File: src/rtl/main_pkg.sv
// Shared types and sizes for the fixed-point divider.
// The numerator is the dividend with FRAC zero bits appended.
package main_pkg;

   localparam int WIDTH = 10;
   localparam int FRAC  = 4;
   localparam int NUM_W = WIDTH + FRAC;

   typedef enum logic [1:0] {
      IDLE = 2'd0,
      CALC = 2'd1,
      DONE = 2'd2
   } state_t;

endpackage

File: src/rtl/main_datapath.sv
// Restoring shift-subtract datapath: operand, remainder and quotient registers plus step counter.
// quo_next is the quotient after the current step, so the FSM can capture the final result on the last step.
module main_datapath #(
   parameter int WIDTH = 10,
   parameter int FRAC  = 4
) (
   input  logic                   clk,
   input  logic                   sclr,
   input  logic                   load,
   input  logic                   step,
   input  logic [WIDTH-1:0]       a,
   input  logic [WIDTH-1:0]       b,
   output logic [WIDTH+FRAC-1:0]  quo_next,
   output logic                   last
);

   localparam int QW    = WIDTH + FRAC;
   localparam int CNT_W = $clog2(QW);

   logic [QW-1:0]    num_q;
   logic [QW-1:0]    quo_q;
   logic [WIDTH-1:0] div_q;
   logic [WIDTH-1:0] rem_q;
   logic [CNT_W-1:0] cnt_q;

   logic [WIDTH:0]   rem_sh;
   logic [WIDTH:0]   diff;
   logic             fits;
   logic [WIDTH-1:0] rem_nx;

   // The remainder is always below the divisor, so the borrow bit of the
   // trial subtraction alone tells whether the divisor fits.
   always_comb begin
      rem_sh   = {rem_q, num_q[QW-1]};
      diff     = rem_sh - {1'b0, div_q};
      fits     = ~diff[WIDTH];
      rem_nx   = fits ? diff[WIDTH-1:0] : rem_sh[WIDTH-1:0];
      quo_next = {quo_q[QW-2:0], fits};
      last     = (cnt_q == CNT_W'(QW - 1));
   end

   always_ff @(posedge clk) begin
      if (sclr) begin
         num_q <= '0;
         quo_q <= '0;
         div_q <= '0;
         rem_q <= '0;
         cnt_q <= '0;
      end else if (load) begin
         num_q <= {a, {FRAC{1'b0}}};
         quo_q <= '0;
         div_q <= b;
         rem_q <= '0;
         cnt_q <= '0;
      end else if (step) begin
         num_q <= {num_q[QW-2:0], 1'b0};
         quo_q <= quo_next;
         rem_q <= rem_nx;
         cnt_q <= cnt_q + 1'b1;
      end
   end

endmodule

File: src/rtl/main.sv
// Unsigned fixed-point divider: q = floor(a * 2^FRAC / b), saturating on overflow.
//   state | meaning
//   IDLE  | no result yet, waiting for start
//   CALC  | one shift-subtract step per cycle, busy=1
//   DONE  | result (or divide-by-zero) held, valid=1, start relaunches
module main #(
   parameter int WIDTH = main_pkg::WIDTH,
   parameter int FRAC  = main_pkg::FRAC
) (
   input  logic [WIDTH-1:0] a_in,
   input  logic [WIDTH-1:0] b_in,
   input  logic             start,
   input  logic             clk,
   input  logic             sclr,
   output logic             dvz,
   output logic             ovf,
   output logic             busy,
   output logic             valid,
   output logic [WIDTH-1:0] q_out
);

   import main_pkg::*;

   localparam int QW = WIDTH + FRAC;

   state_t           state_q, state_d;
   logic [WIDTH-1:0] q_d;
   logic             dvz_d, ovf_d, busy_d, valid_d;
   logic             load, step, last;
   logic [QW-1:0]    quo_next;

   main_datapath #(.WIDTH(WIDTH), .FRAC(FRAC)) u_dp (
      .clk      (clk),
      .sclr     (sclr),
      .load     (load),
      .step     (step),
      .a        (a_in),
      .b        (b_in),
      .quo_next (quo_next),
      .last     (last)
   );

   always_comb begin
      state_d = state_q;
      q_d     = q_out;
      dvz_d   = dvz;
      ovf_d   = ovf;
      busy_d  = busy;
      valid_d = valid;
      load    = 1'b0;
      step    = 1'b0;
      case (state_q)
         IDLE, DONE: begin
            if (start) begin
               valid_d = 1'b0;
               dvz_d   = 1'b0;
               ovf_d   = 1'b0;
               if (b_in == '0) begin
                  state_d = DONE;
                  dvz_d   = 1'b1;
                  valid_d = 1'b1;
                  q_d     = '0;
               end else begin
                  state_d = CALC;
                  busy_d  = 1'b1;
                  load    = 1'b1;
               end
            end
         end
         CALC: begin
            step = 1'b1;
            if (last) begin
               state_d = DONE;
               busy_d  = 1'b0;
               valid_d = 1'b1;
               if (|quo_next[QW-1:WIDTH]) begin
                  ovf_d = 1'b1;
                  q_d   = '1;
               end else begin
                  ovf_d = 1'b0;
                  q_d   = quo_next[WIDTH-1:0];
               end
            end
         end
         default: state_d = IDLE;
      endcase
   end

   always_ff @(posedge clk) begin
      if (sclr) begin
         state_q <= IDLE;
         q_out   <= '0;
         dvz     <= 1'b0;
         ovf     <= 1'b0;
         busy    <= 1'b0;
         valid   <= 1'b0;
      end else begin
         state_q <= state_d;
         q_out   <= q_d;
         dvz     <= dvz_d;
         ovf     <= ovf_d;
         busy    <= busy_d;
         valid   <= valid_d;
      end
   end

endmodule

File: config.mk
export PLATFORM = sky130hd
export DESIGN_NAME = main
export DESIGN_NICKNAME = d
export VERILOG_FILES = /design/src/rtl/main_pkg.sv /design/src/rtl/main_datapath.sv /design/src/rtl/main.sv
export SDC_FILE = /design/constraint.sdc
export NUM_CORES = 1
export LEC_CHECK = 0
export ABC_AREA = 1
export CAP_MARGIN = 30
export CORE_ASPECT_RATIO = 0.5
export CORE_MARGIN = 3
export CORE_UTILIZATION = 38
export CTS_BUF_LIST = sky130_fd_sc_hd__clkbuf_16
export DETAILED_ROUTE_END_ITERATION = 8
export PLACE_DENSITY_LB_ADDON = 0.12
export SLEW_MARGIN = 25
export SYNTH_ARGS = -nofsm -noshare
export SYNTH_HDL_FRONTEND = slang
export SYNTH_SLANG_ARGS = --single-unit
File: constraint.sdc
create_clock -name clk -period 1.9 [get_ports clk]
set_clock_uncertainty 0.05 [all_clocks]
set_input_delay 0.475 -clock clk [delete_from_list [all_inputs] [get_ports clk]]
set_output_delay 0.475 -clock clk [all_outputs]
set_load 0.02 [all_outputs]
# --- Yosys cells after proc, flatten, opt, wreduce, memory -nomap -nowiden ---
# Cells that the tools add are included.
totals:
  inputBits: 23
  output_inout_bits: 14
  word_cells: 61
  register_bits: 63
op_classes:
  reduce_logical: 12
  n_bitwise: 1
  add_sub_neg: 2
  mux: 28
  n_eq_ne: 7
ops:
  columns: ["operator", "count"]
  rows:
  - ["$mux 10", 5]
  - ["$mux 14", 2]
  - ["$pmux 10 s2", 1]
  - ["$mux 1", 13]
  - ["$sub 11x10->11", 1]
  - ["$logic_not 10->1", 1]
  - ["$ne 2x2->1 const B", 4]
  - ["$reduce_and 4->1", 2]
  - ["$mux 2", 3]
  - ["$pmux 1 s2", 3]
  - ["$add 4x1->4 const B", 1]
  - ["$eq 4x4->1 const B", 1]
  - ["$pmux 2 s2", 1]
  - ["$reduce_and 2->1", 2]
  - ["$reduce_bool 2->1", 2]
  - ["$reduce_or 2->1", 2]
  - ["$reduce_or 4->1", 1]
  - ["$reduce_and 3->1", 1]
  - ["$eq 2x1->1 const B", 1]
  - ["$eq 2x2->1 const B", 1]
  - ["$logic_not 2->1", 1]
  - ["$not 1->1", 1]

# --- Longest topological paths before layout ---
# Gate-level depths: netlist (run 1).
depth:
  ltp_word: 5
  ltp_mapped: 14
  mapped_depth_nobuf: 14

# --- Modules after synthesis ---
# A second synthesis (run 1) with hierarchy kept.
unflattened:
  cells_unflattened: 456
  hier_area_um2: 3223.1
by_module_without_submodules:
  columns: ["mod", "area_each_um2", "cells_each", "instances", "seq_area_each_um2"]
  rows:
  - ["main_datapath", 2454.9, 347, 1, 940.9]
  - ["main", 768.2, 109, 1, 320.3]

# --- Worst setup path after synthesis (run 1) ---
# OpenSTA, ideal clock, no wires.
synth_timing:
  path_type: "flip-flop to flip-flop"
  from: "register u_dp.num_q[13]"
  to: "register u_dp.rem_q[0]"
  setup_time_ns: 0.120
  stages_incl_launch_ff: 11
  synth_period_minus_slack_ns: 1.759
  arrival_ns: 1.590
  required_time_ns: 1.730
  n_path_buf: 0
  setup_slack_ns: 0.141
  path_cell_list: "dfxtp_1 -> inv_1 -> ha_1 -> inv_1 -> fa_1 -> nand3_4 -> nand4_4 -> nand2_4 -> nand2_1 -> nand3_1 -> a21oi_1"
synth_between:
  elab_chain_cells: 2
synth_rtl:
  columns: ["item", "line", "source"]
  rows:
  - ["start, declared", "main_datapath.sv:20", "logic [QW-1:0] num_q;"]
  - ["start signal, assigned", "main_datapath.sv:50", "num_q <= {a, {FRAC{1'b0}}};"]
  - ["start signal, assigned", "main_datapath.sv:56", "num_q <= {num_q[QW-2:0], 1'b0};"]
  - ["$sub 11x10->11", "main_datapath.sv:35", "diff = rem_sh - {1'b0, div_q};"]
  - ["$mux 10 (*)", "main_datapath.sv:37", "rem_nx = fits ? diff[WIDTH-1:0] : rem_sh[WIDTH-1:0];"]
  - ["end signal, assigned", "main_datapath.sv:58", "rem_q <= rem_nx;"]
  - ["end, declared", "main_datapath.sv:23", "logic [WIDTH-1:0] rem_q;"]
# Mark *: on every way between the ends. The rest lies on a longest branch, timed or not.
# A chain may end at the register's enable or synchronous reset.

# --- Worst setup path in the final report (run 1) ---
layout_timing:
  from: "register u_dp.num_q[13]"
  to: "register u_dp.rem_q[4]"
layout_between:
  elab_chain_cells: 2
layout_rtl:
  columns: ["item", "line"]
  rows:
  - ["$sub 11x10->11", "main_datapath.sv:35"]
  - ["$mux 10", "main_datapath.sv:37"]
# No other way between the ends.

==> results of run 1 <==
cell families after synthesis:
logic type	after synthesis	share of synthesized area
simple gates	206	0.310
buf+inv	67	0.0854
xor+xnor	6	0.0164
flops	63	0.393
compound gates	85	0.142
fa+ha+maj	13	0.0530
cell type report:
cell class,instances,area [sq um],area share
well taps,108,135,0.0299
repair buffers,74,678,0.150
inverters,54,205,0.0454
clock buffers,9,225,0.0498
flip-flops and latches,63,1270,0.281
clock inverters,7,88.8,0.0197
multi-input cells,311,1920,0.424
layer usage:
layer,global-route usage,share of wire
met5,0,0
met4,0.0302,0.0016
met3,0.0632,0.034
met2,0.240,0.44
met1,0.239,0.52
registers in the layout, indices dropped and copies added, names as in the netlist, 2 cells and up:
name and cells:
u_dp.num_q 10, u_dp.div_q 10, state_q 2, q_out 10
u_dp.cnt_q 4, u_dp.quo_q 13, u_dp.rem_q 10
placed cells by master, fill, tap and decap left out, types with 2 or more instances in the layout:
cell type / netlist / routed
sky130_fd_sc_hd__nand2_8: 1 / 2
sky130_fd_sc_hd__inv_1: 49 / 44
sky130_fd_sc_hd__clkbuf_16: 0 / 9
sky130_fd_sc_hd__a21oi_2: 1 / 4
sky130_fd_sc_hd__ha_1: 12 / 3
sky130_fd_sc_hd__bufinv_16: 0 / 2
sky130_fd_sc_hd__nand4_1: 5 / 5
sky130_fd_sc_hd__nand3_2: 1 / 9
sky130_fd_sc_hd__nor2_2: 2 / 4
sky130_fd_sc_hd__dfxtp_2: 0 / 7
sky130_fd_sc_hd__nor2_1: 21 / 18
sky130_fd_sc_hd__nand3_4: 2 / 3
sky130_fd_sc_hd__o21ai_0: 21 / 21
sky130_fd_sc_hd__nand2_2: 5 / 9
sky130_fd_sc_hd__nand2_1: 124 / 120
sky130_fd_sc_hd__a31oi_1: 8 / 8
sky130_fd_sc_hd__buf_6: 0 / 2
sky130_fd_sc_hd__nand3b_1: 3 / 3
sky130_fd_sc_hd__a21oi_1: 52 / 49
sky130_fd_sc_hd__buf_4: 4 / 34
sky130_fd_sc_hd__nand2_4: 4 / 4
sky130_fd_sc_hd__clkdlybuf4s50_1: 0 / 36
sky130_fd_sc_hd__ha_4: 0 / 9
sky130_fd_sc_hd__or2_2: 2 / 2
sky130_fd_sc_hd__nand3_1: 29 / 20
sky130_fd_sc_hd__buf_12: 0 / 2
sky130_fd_sc_hd__dfxtp_1: 63 / 56
sky130_fd_sc_hd__xor2_1: 4 / 3
sky130_fd_sc_hd__nor2_4: 5 / 6
sky130_fd_sc_hd__inv_2: 4 / 10
path summary, 6_finish.rpt:
| check | from | endpoint | slack (ns) |
|---|---|---|---|
| max | u_dp.num_q[13] | u_dp.rem_q[4] | 0.04 |
| min | u_dp.quo_q[8] | u_dp.quo_q[8] | 0.41 |
| min reg2reg | u_dp.quo_q[8] | u_dp.quo_q[8] | 0.41 |
| max reg2reg | u_dp.num_q[13] | u_dp.rem_q[4] | 0.04 |
tightest hold or removal path, stage by stage, from the launching register on:
cell                      delay, ns
sky130_fd_sc_hd__dfxtp_1       0.31
sky130_fd_sc_hd__nand2_1       0.06
sky130_fd_sc_hd__a21oi_1       0.05
stage by stage:
stage / instance area [sq um] / util / hold WS (ns) / power [mW]
finish: 4520 / 0.582 / 0.415 / 4.31
floorplan: 3210 / - / 0.383 / 2.12
global route: 4520 / 0.582 / 0.433 / 4.55
global placement: 3910 / 0.504 / 0.403 / 2.43
CTS: 4240 / 0.546 / 0.413 / 4.17
detailed placement: 3910 / 0.504 / 0.406 / 2.43
timing repair:
item | 4_1_cts | 5_1_grt
setup endpoints to repair | 10 | 11
buffers inserted | 1 | 2
gates resized for setup | 2 | 52
pin swaps | 2 | 15
gates cloned | 0 | 1
power groups by stage:
stage | clock, mW | sequential [mW] | combinational, mW
final | 1.72 | 1.44 | 1.14
after floorplan | 0 | 1.47 | 0.646
after global routing | 1.82 | 1.45 | 1.27
after detailed placement | 0 | 1.46 | 0.968
after global placement | 0 | 1.46 | 0.964
after CTS | 1.76 | 1.43 | 0.982
==> results.toml, run 1 <==
[clock_tree]
worst_skew_pair.late_latency_ns = 0.33
clk_path_buf_depth = 2
cts_htree_levels = 3
ctsHoldBuffers = 0
tritoncts.num_buffers = 9
clock-sinks = 63
tritoncts = "done"
clk_transition_reported_paths_ns = 0.06
clock_tree.root_cell = "sky130_fd_sc_hd__clkbuf_16"

[sta]
fin_setup_tns_ns = 0
finalHoldViolCount = 0
worst_slew_pin_slew_ns = 0.342
layout_min_cycle_time_ns = 1.86
fmax_mhz = 537
final_critical_path_setup_slack_ns = 0.0388
final-setup-viol-count = 0
timing_max_transition_violations_final = 0
slew-limit-headroom = 0.772
period_share = 0.980
grt_setup_unrepaired = "yes"

[detailed_routing]
drt-total-wl_um = 8030
drt.antenna.violating_nets = 0
drt_pass1_iterations = 5
detailedRoute.firstIterationViolations = 152
dr_total_vias = 2947
route.detailed.drc = 0
wl_per_cell_um = 12.8
viasPerCell = 4.71

[worst_setup_path]
crit_type = "reg2reg"
critical_path_cell_count = 11
cell_chain_of_the_critical_path = "inv_2 -> ha_4 -> inv_2 -> fa_2 -> nand2_2 -> nand3_4 -> nand2_1 -> xor2_2 -> nand3_1 -> nand3_1 -> a21oi_1"
crit_fanout = 3
worstPathRequired_ns = 2.05
ff2ff_path_depth = 11
worst_path_largest_cell_delay_ns = 0.39
worst-endpoint-arrival_ns = 2.01
crit_buf_inv = 2
timing.critical_path.max_delay_family = "adder cells"
timing.critical_path.to_type = "flop"
critPathLaunchType = "flop"
critical_path.slowest_cell = "sky130_fd_sc_hd__fa_2"

[global_routing]
global_route_wire_length_before_repair_um = 12900
largest_net_degree_at_the_start_of_global_routing = 29
initial_antenna_violation_count = 0
grt.overflow.total = 0
grt_use_total = 0.167
via_count_of_the_first_global_routing_pass = 2708

[logic_synthesis]
syn-mean-instance-area_sq_um = 7.29
async_set_reset_flop_share_out_of_synthesis = 0
ys_seq_area_frac = 0.393
synth_warnings = 0
synth_nets = 476
synth_area_sq_um = 3210
ys_top_cells_by_area = "sky130_fd_sc_hd__dfxtp_1 39%, sky130_fd_sc_hd__nand2_1 15%, sky130_fd_sc_hd__a21oi_1 8.1%, sky130_fd_sc_hd__inv_1 5.7%, sky130_fd_sc_hd__ha_1 4.7%"
synth.ff_latch_count = 63
synth_top_flop_cell = "sky130_fd_sc_hd__dfxtp_1"
synth_largest_area_cell = "sky130_fd_sc_hd__dfxtp_1"
postSynthCellCount = 440
synth_top_cells_by_count = "124 x sky130_fd_sc_hd__nand2_1, 63 x sky130_fd_sc_hd__dfxtp_1, 52 x sky130_fd_sc_hd__a21oi_1, 49 x sky130_fd_sc_hd__inv_1, 29 x sky130_fd_sc_hd__nand3_1"
synth_enable_flop_cells = 0
synthDominantCellAreaShare = 0.393
synth.most_common_cell = "sky130_fd_sc_hd__nand2_1"
synth_cell_types = 34

[floorplan]
fp.dieArea_sq_um = 9650
chipWidth_um = 136
fp.coreArea_sq_um = 7760
start_util = 0.413
die_y_um = 71.0
ios = 37
rows = 22

[status]
status = "finished, final reports clean"

[power]
leakagePower_nw = 1.90
gate_power_share = 0.265
power_per_cell_area_nw_per_um2 = 954
netSwitchingPower_mw = 1.29
power.switching_fraction = 0.300
clock_power_frac = 0.400
p_int_mw = 3.02
vdd.ir_drop.worst_v = 0.000543
sequentialPowerShare = 0.335

[placement]
dp_hpwl_um = 5460
preCtsSetupSlack_ns = -0.236
final_estimated_routing_congestion_in_global_placement = 0.797
numPortBuffers = 36
dpl.cell_count = 606

[cells_and_area]
area_growth_syn_to_layout_pct = 40.9
fillers = 722
layoutNonFillerInstCount = 626
drive_gt1_frac = 0.247
nNetsFinal = 549
num_antenna_cells = 0

[min_path]
min-delay-path-class = "reg2reg"
holdPathStages = 2

[flow_run]
max_cap_violations = 0
Note: power is estimated with default switching activity, not from simulation.
==> inputs of run 2 (changes only) <==
--- a/config.mk
+++ b/config.mk
@@ -11,7 +11,9 @@
 export CORE_MARGIN = 3
 export CORE_UTILIZATION = 38
 export CTS_BUF_LIST = sky130_fd_sc_hd__clkbuf_16
+export CTS_CLUSTER_DIAMETER = 60
 export DETAILED_ROUTE_END_ITERATION = 8
+export HOLD_SLACK_MARGIN = 0.02
 export PLACE_DENSITY_LB_ADDON = 0.12
 export SLEW_MARGIN = 25
 export SYNTH_ARGS = -nofsm -noshare
==> results of run 2 <==
No change in the layout: final DEF, timing and power equal those of run 1.
==> inputs of run 3 (changes only) <==
--- a/config.mk
+++ b/config.mk
@@ -5,13 +5,12 @@
 export SDC_FILE = /design/constraint.sdc
 export NUM_CORES = 1
 export LEC_CHECK = 0
-export ABC_AREA = 1
 export CAP_MARGIN = 30
 export CORE_ASPECT_RATIO = 0.5
 export CORE_MARGIN = 3
 export CORE_UTILIZATION = 38
 export CTS_BUF_LIST = sky130_fd_sc_hd__clkbuf_16
-export CTS_CLUSTER_DIAMETER = 60
+export CTS_CLUSTER_DIAMETER = 40
 export DETAILED_ROUTE_END_ITERATION = 8
 export HOLD_SLACK_MARGIN = 0.02
 export PLACE_DENSITY_LB_ADDON = 0.12
==> results.toml, run 3 <==
[cells_and_area]
num_antenna_cells = 0
drive_gt1_frac = 0.235
layout.cell_area.non_filler_sq_um = 4370
layoutNonFillerInstCount = 581
area_growth_syn_to_layout_pct = 47.2
finalCoreUtilization = 0.586
nNetsFinal = 505
regMostFlops = "u_dp.quo_q"
layout.cells.most_common_list = "70 x sky130_fd_sc_hd__nand2_1, 70 x sky130_fd_sc_hd__buf_4, 61 x sky130_fd_sc_hd__dfxtp_1"
largest_register_ff_count = 13

[floorplan]
die_y_um = 68.5
fp.dieArea_sq_um = 8980
start_util = 0.398
rows = 22
chipWidth_um = 131
ios = 37
fp.coreArea_sq_um = 7460

[global_routing]
via_count_of_the_first_global_routing_pass = 2665
grt_use_total = 0.193
initial_antenna_violation_count = 0
grt.overflow.total = 0
global_route_wire_length_before_repair_um = 13300
largest_net_degree_at_the_start_of_global_routing = 34

[worst_setup_path]
worst_path_largest_cell_delay_ns = 0.36
timing.critical_path.max_delay_family = "compound AO/OA/AOI/OAI gates"
cell_chain_of_the_critical_path = "inv_2 -> ha_4 -> inv_2 -> fa_2 -> a21oi_2 -> nor2b_2 -> a311o_4 -> o31a_1 -> nand2_4 -> buf_4 -> mux2i_1 -> a21oi_1"
critPathLaunchType = "flop"
crit_buf_inv = 3
critical_path.slowest_cell = "sky130_fd_sc_hd__fa_2"
crit_fanout = 8
worstPathRequired_ns = 2.04
worst-endpoint-arrival_ns = 2.65
timing.critical_path.to_type = "flop"
library_cell_appearing_most_often_on_the_critical_path = "sky130_fd_sc_hd__inv_2"
crit_type = "reg2reg"

[flow_run]
max_cap_violations = 0

[logic_synthesis]
synth_cell_types = 39
synth_top_cells_by_count = "70 x sky130_fd_sc_hd__nand2_1, 63 x sky130_fd_sc_hd__dfxtp_1, 41 x sky130_fd_sc_hd__nor2_1, 39 x sky130_fd_sc_hd__a21oi_1, 18 x sky130_fd_sc_hd__a311oi_1"
postSynthCellCount = 365
synth_top_family_by_area = "simple AND/OR/NAND/NOR gates"
post_synth_xor_area_fraction = 0.0265
synth_area_sq_um = 2970
synth.ff_latch_count = 63
synth.most_common_cell = "sky130_fd_sc_hd__nand2_1"
synth_top_flop_cell = "sky130_fd_sc_hd__dfxtp_1"
synth_warnings = 0
synthDominantCellAreaShare = 0.425
synth-adder-area-share = 0.0573
syn-mean-instance-area_sq_um = 8.14
synth_enable_flop_cells = 0
ys_top_cells_by_area = "sky130_fd_sc_hd__dfxtp_1 42%, sky130_fd_sc_hd__nand2_1 8.8%, sky130_fd_sc_hd__a21oi_1 6.6%, sky130_fd_sc_hd__a311oi_1 5.3%, sky130_fd_sc_hd__nor2_1 5.2%"
portion_of_netlist_area_occupied_by_mux_cells = 0.0270
synth_nets = 401
synthSimpleGateAreaFrac = 0.216
ys_seq_area_frac = 0.425
synth-compound-area-share = 0.195
synth_largest_area_cell = "sky130_fd_sc_hd__dfxtp_1"
async_set_reset_flop_share_out_of_synthesis = 0

[placement]
preCtsSetupSlack_ns = -0.607
dp_hpwl_um = 5490
dpl-instance-area_sq_um = 3880
numPortBuffers = 36
final_estimated_routing_congestion_in_global_placement = 0.913
dpl.cell_count = 553

[detailed_routing]
drt.antenna.violating_nets = 0
detailedRoute.firstIterationViolations = 110
viasPerCell = 5.05
route.detailed.drc = 0
drt_pass1_iterations = 4
wl_per_cell_um = 14.0
dr_total_vias = 2932
drt-total-wl_um = 8140

[clock_tree]
ctsHoldBuffers = 0
clock_tree.root_cell = "sky130_fd_sc_hd__clkbuf_16"
tritoncts = "done"
clk_path_buf_depth = 2
clk_transition_reported_paths_ns = 0.05
tritoncts.num_buffers = 9
worst_skew_pair.late_latency_ns = 0.32
clock-sinks = 63
cts_htree_levels = 3

[sta]
finalHoldViolCount = 0
final_critical_path_setup_slack_ns = -0.608
fmax_mhz = 399
worst_slew_pin_slew_ns = 0.360
period_share = 1.32
fin_setup_tns_ns = -6.49
final-setup-viol-count = 12
whs_ns = 0.402
slew-limit-headroom = 0.757
timing_max_transition_violations_final = 0
grt_setup_unrepaired = "yes"
layout_min_cycle_time_ns = 2.51

[power]
sequentialPowerShare = 0.337
gate_power_share = 0.270
power_per_cell_area_nw_per_um2 = 976
netSwitchingPower_mw = 1.15
leakagePower_nw = 1.76
total_power_mw = 4.27
p_int_mw = 3.12
clock_power_frac = 0.393
vdd.ir_drop.worst_v = 0.000574
power.switching_fraction = 0.268

[min_path]
min-delay-path-class = "in2reg"

[status]
violated_checks = "negative setup slack"
status = "complete, but fails checks"
-- run 3: cell types whose count changed after synthesis, moves of 8 or more --
cell,before,now
sky130_fd_sc_hd__nor2_1,21,41
sky130_fd_sc_hd__nand3_1,29,11
sky130_fd_sc_hd__mux2i_1,0,8
sky130_fd_sc_hd__clkbuf_1,4,17
sky130_fd_sc_hd__a21oi_1,52,39
sky130_fd_sc_hd__a311oi_1,0,18
sky130_fd_sc_hd__inv_1,49,14
sky130_fd_sc_hd__nand2_1,124,70
sky130_fd_sc_hd__o21ai_0,21,11
-- run 3: cell families after synthesis --
kind of cell	after synthesis
xor gates and xnor gates	9
muxes	8
and+or+nand+nor	149
DFF	63
buffers and inverters	37
adders and majority gates	13
AOI/OAI and AO/OA	86
-- run 3: final timing paths --
path / slack, ns / end / cells after the start / from
setup / recovery: -0.61 / u_dp.rem_q[6] / 12 / u_dp.num_q[13]
hold / removal: 0.40 / u_dp.div_q[8] / 3 / b_in[8]
setup reg to reg: -0.61 / u_dp.rem_q[6] / 12 / u_dp.num_q[13]
hold reg to reg: 0.40 / u_dp.div_q[1] / 2 / u_dp.div_q[1]
-- run 3: repair_timing --
action,in CTS,in global routing
cloned,2,0
pin swaps,6,19
buffers inserted,7,5
setup endpoints to repair,32,34
gates resized for setup,17,16
-- run 3: worst register-to-register path, cell delays in order, from the launching register on --
cell	delay, ns
sky130_fd_sc_hd__dfxtp_2	0.32
sky130_fd_sc_hd__inv_2	0.07
sky130_fd_sc_hd__ha_4	0.13
sky130_fd_sc_hd__inv_2	0.04
sky130_fd_sc_hd__fa_2	0.36
sky130_fd_sc_hd__a21oi_2	0.15
sky130_fd_sc_hd__nor2b_2	0.06
sky130_fd_sc_hd__a311o_4	0.34
sky130_fd_sc_hd__o31a_1	0.30
sky130_fd_sc_hd__nand2_4	0.15
sky130_fd_sc_hd__buf_4	0.13
sky130_fd_sc_hd__mux2i_1	0.19
sky130_fd_sc_hd__a21oi_1	0.09
-- run 3: cell type report --
| type | instances | area (sq um) |
|---|---|---|
| flip-flops and latches | 63 | 1260 |
| repair buffers | 115 | 992 |
| clock buffers | 9 | 225 |
| clock inverters | 6 | 78.8 |
| well taps | 108 | 135 |
| fillers | 678 | 3090 |
| inverters | 15 | 56.3 |
| multi-input cells | 265 | 1620 |
-- run 3: power groups by stage --
stage / Combinational (mW) / Sequential (mW) / Clock, mW
after global routing: 1.25 / 1.45 / 1.77
after CTS: 1.09 / 1.44 / 1.72
final: 1.15 / 1.44 / 1.68
after global placement: 0.964 / 1.46 / 0
after floorplan: 0.581 / 1.48 / 0
after detailed placement: 0.982 / 1.46 / 0
-- run 3: metal layers --
| layer | track usage | up-vias | part of all wire |
|---|---|---|---|
| met5 | 0 | - | 0 |
| met4 | 0.0526 | 0 | 0.014 |
| met3 | 0.0638 | 12 | 0.052 |
| met2 | 0.310 | 57 | 0.47 |
| met1 | 0.251 | 1392 | 0.46 |
| li1 | - | 1471 | - |
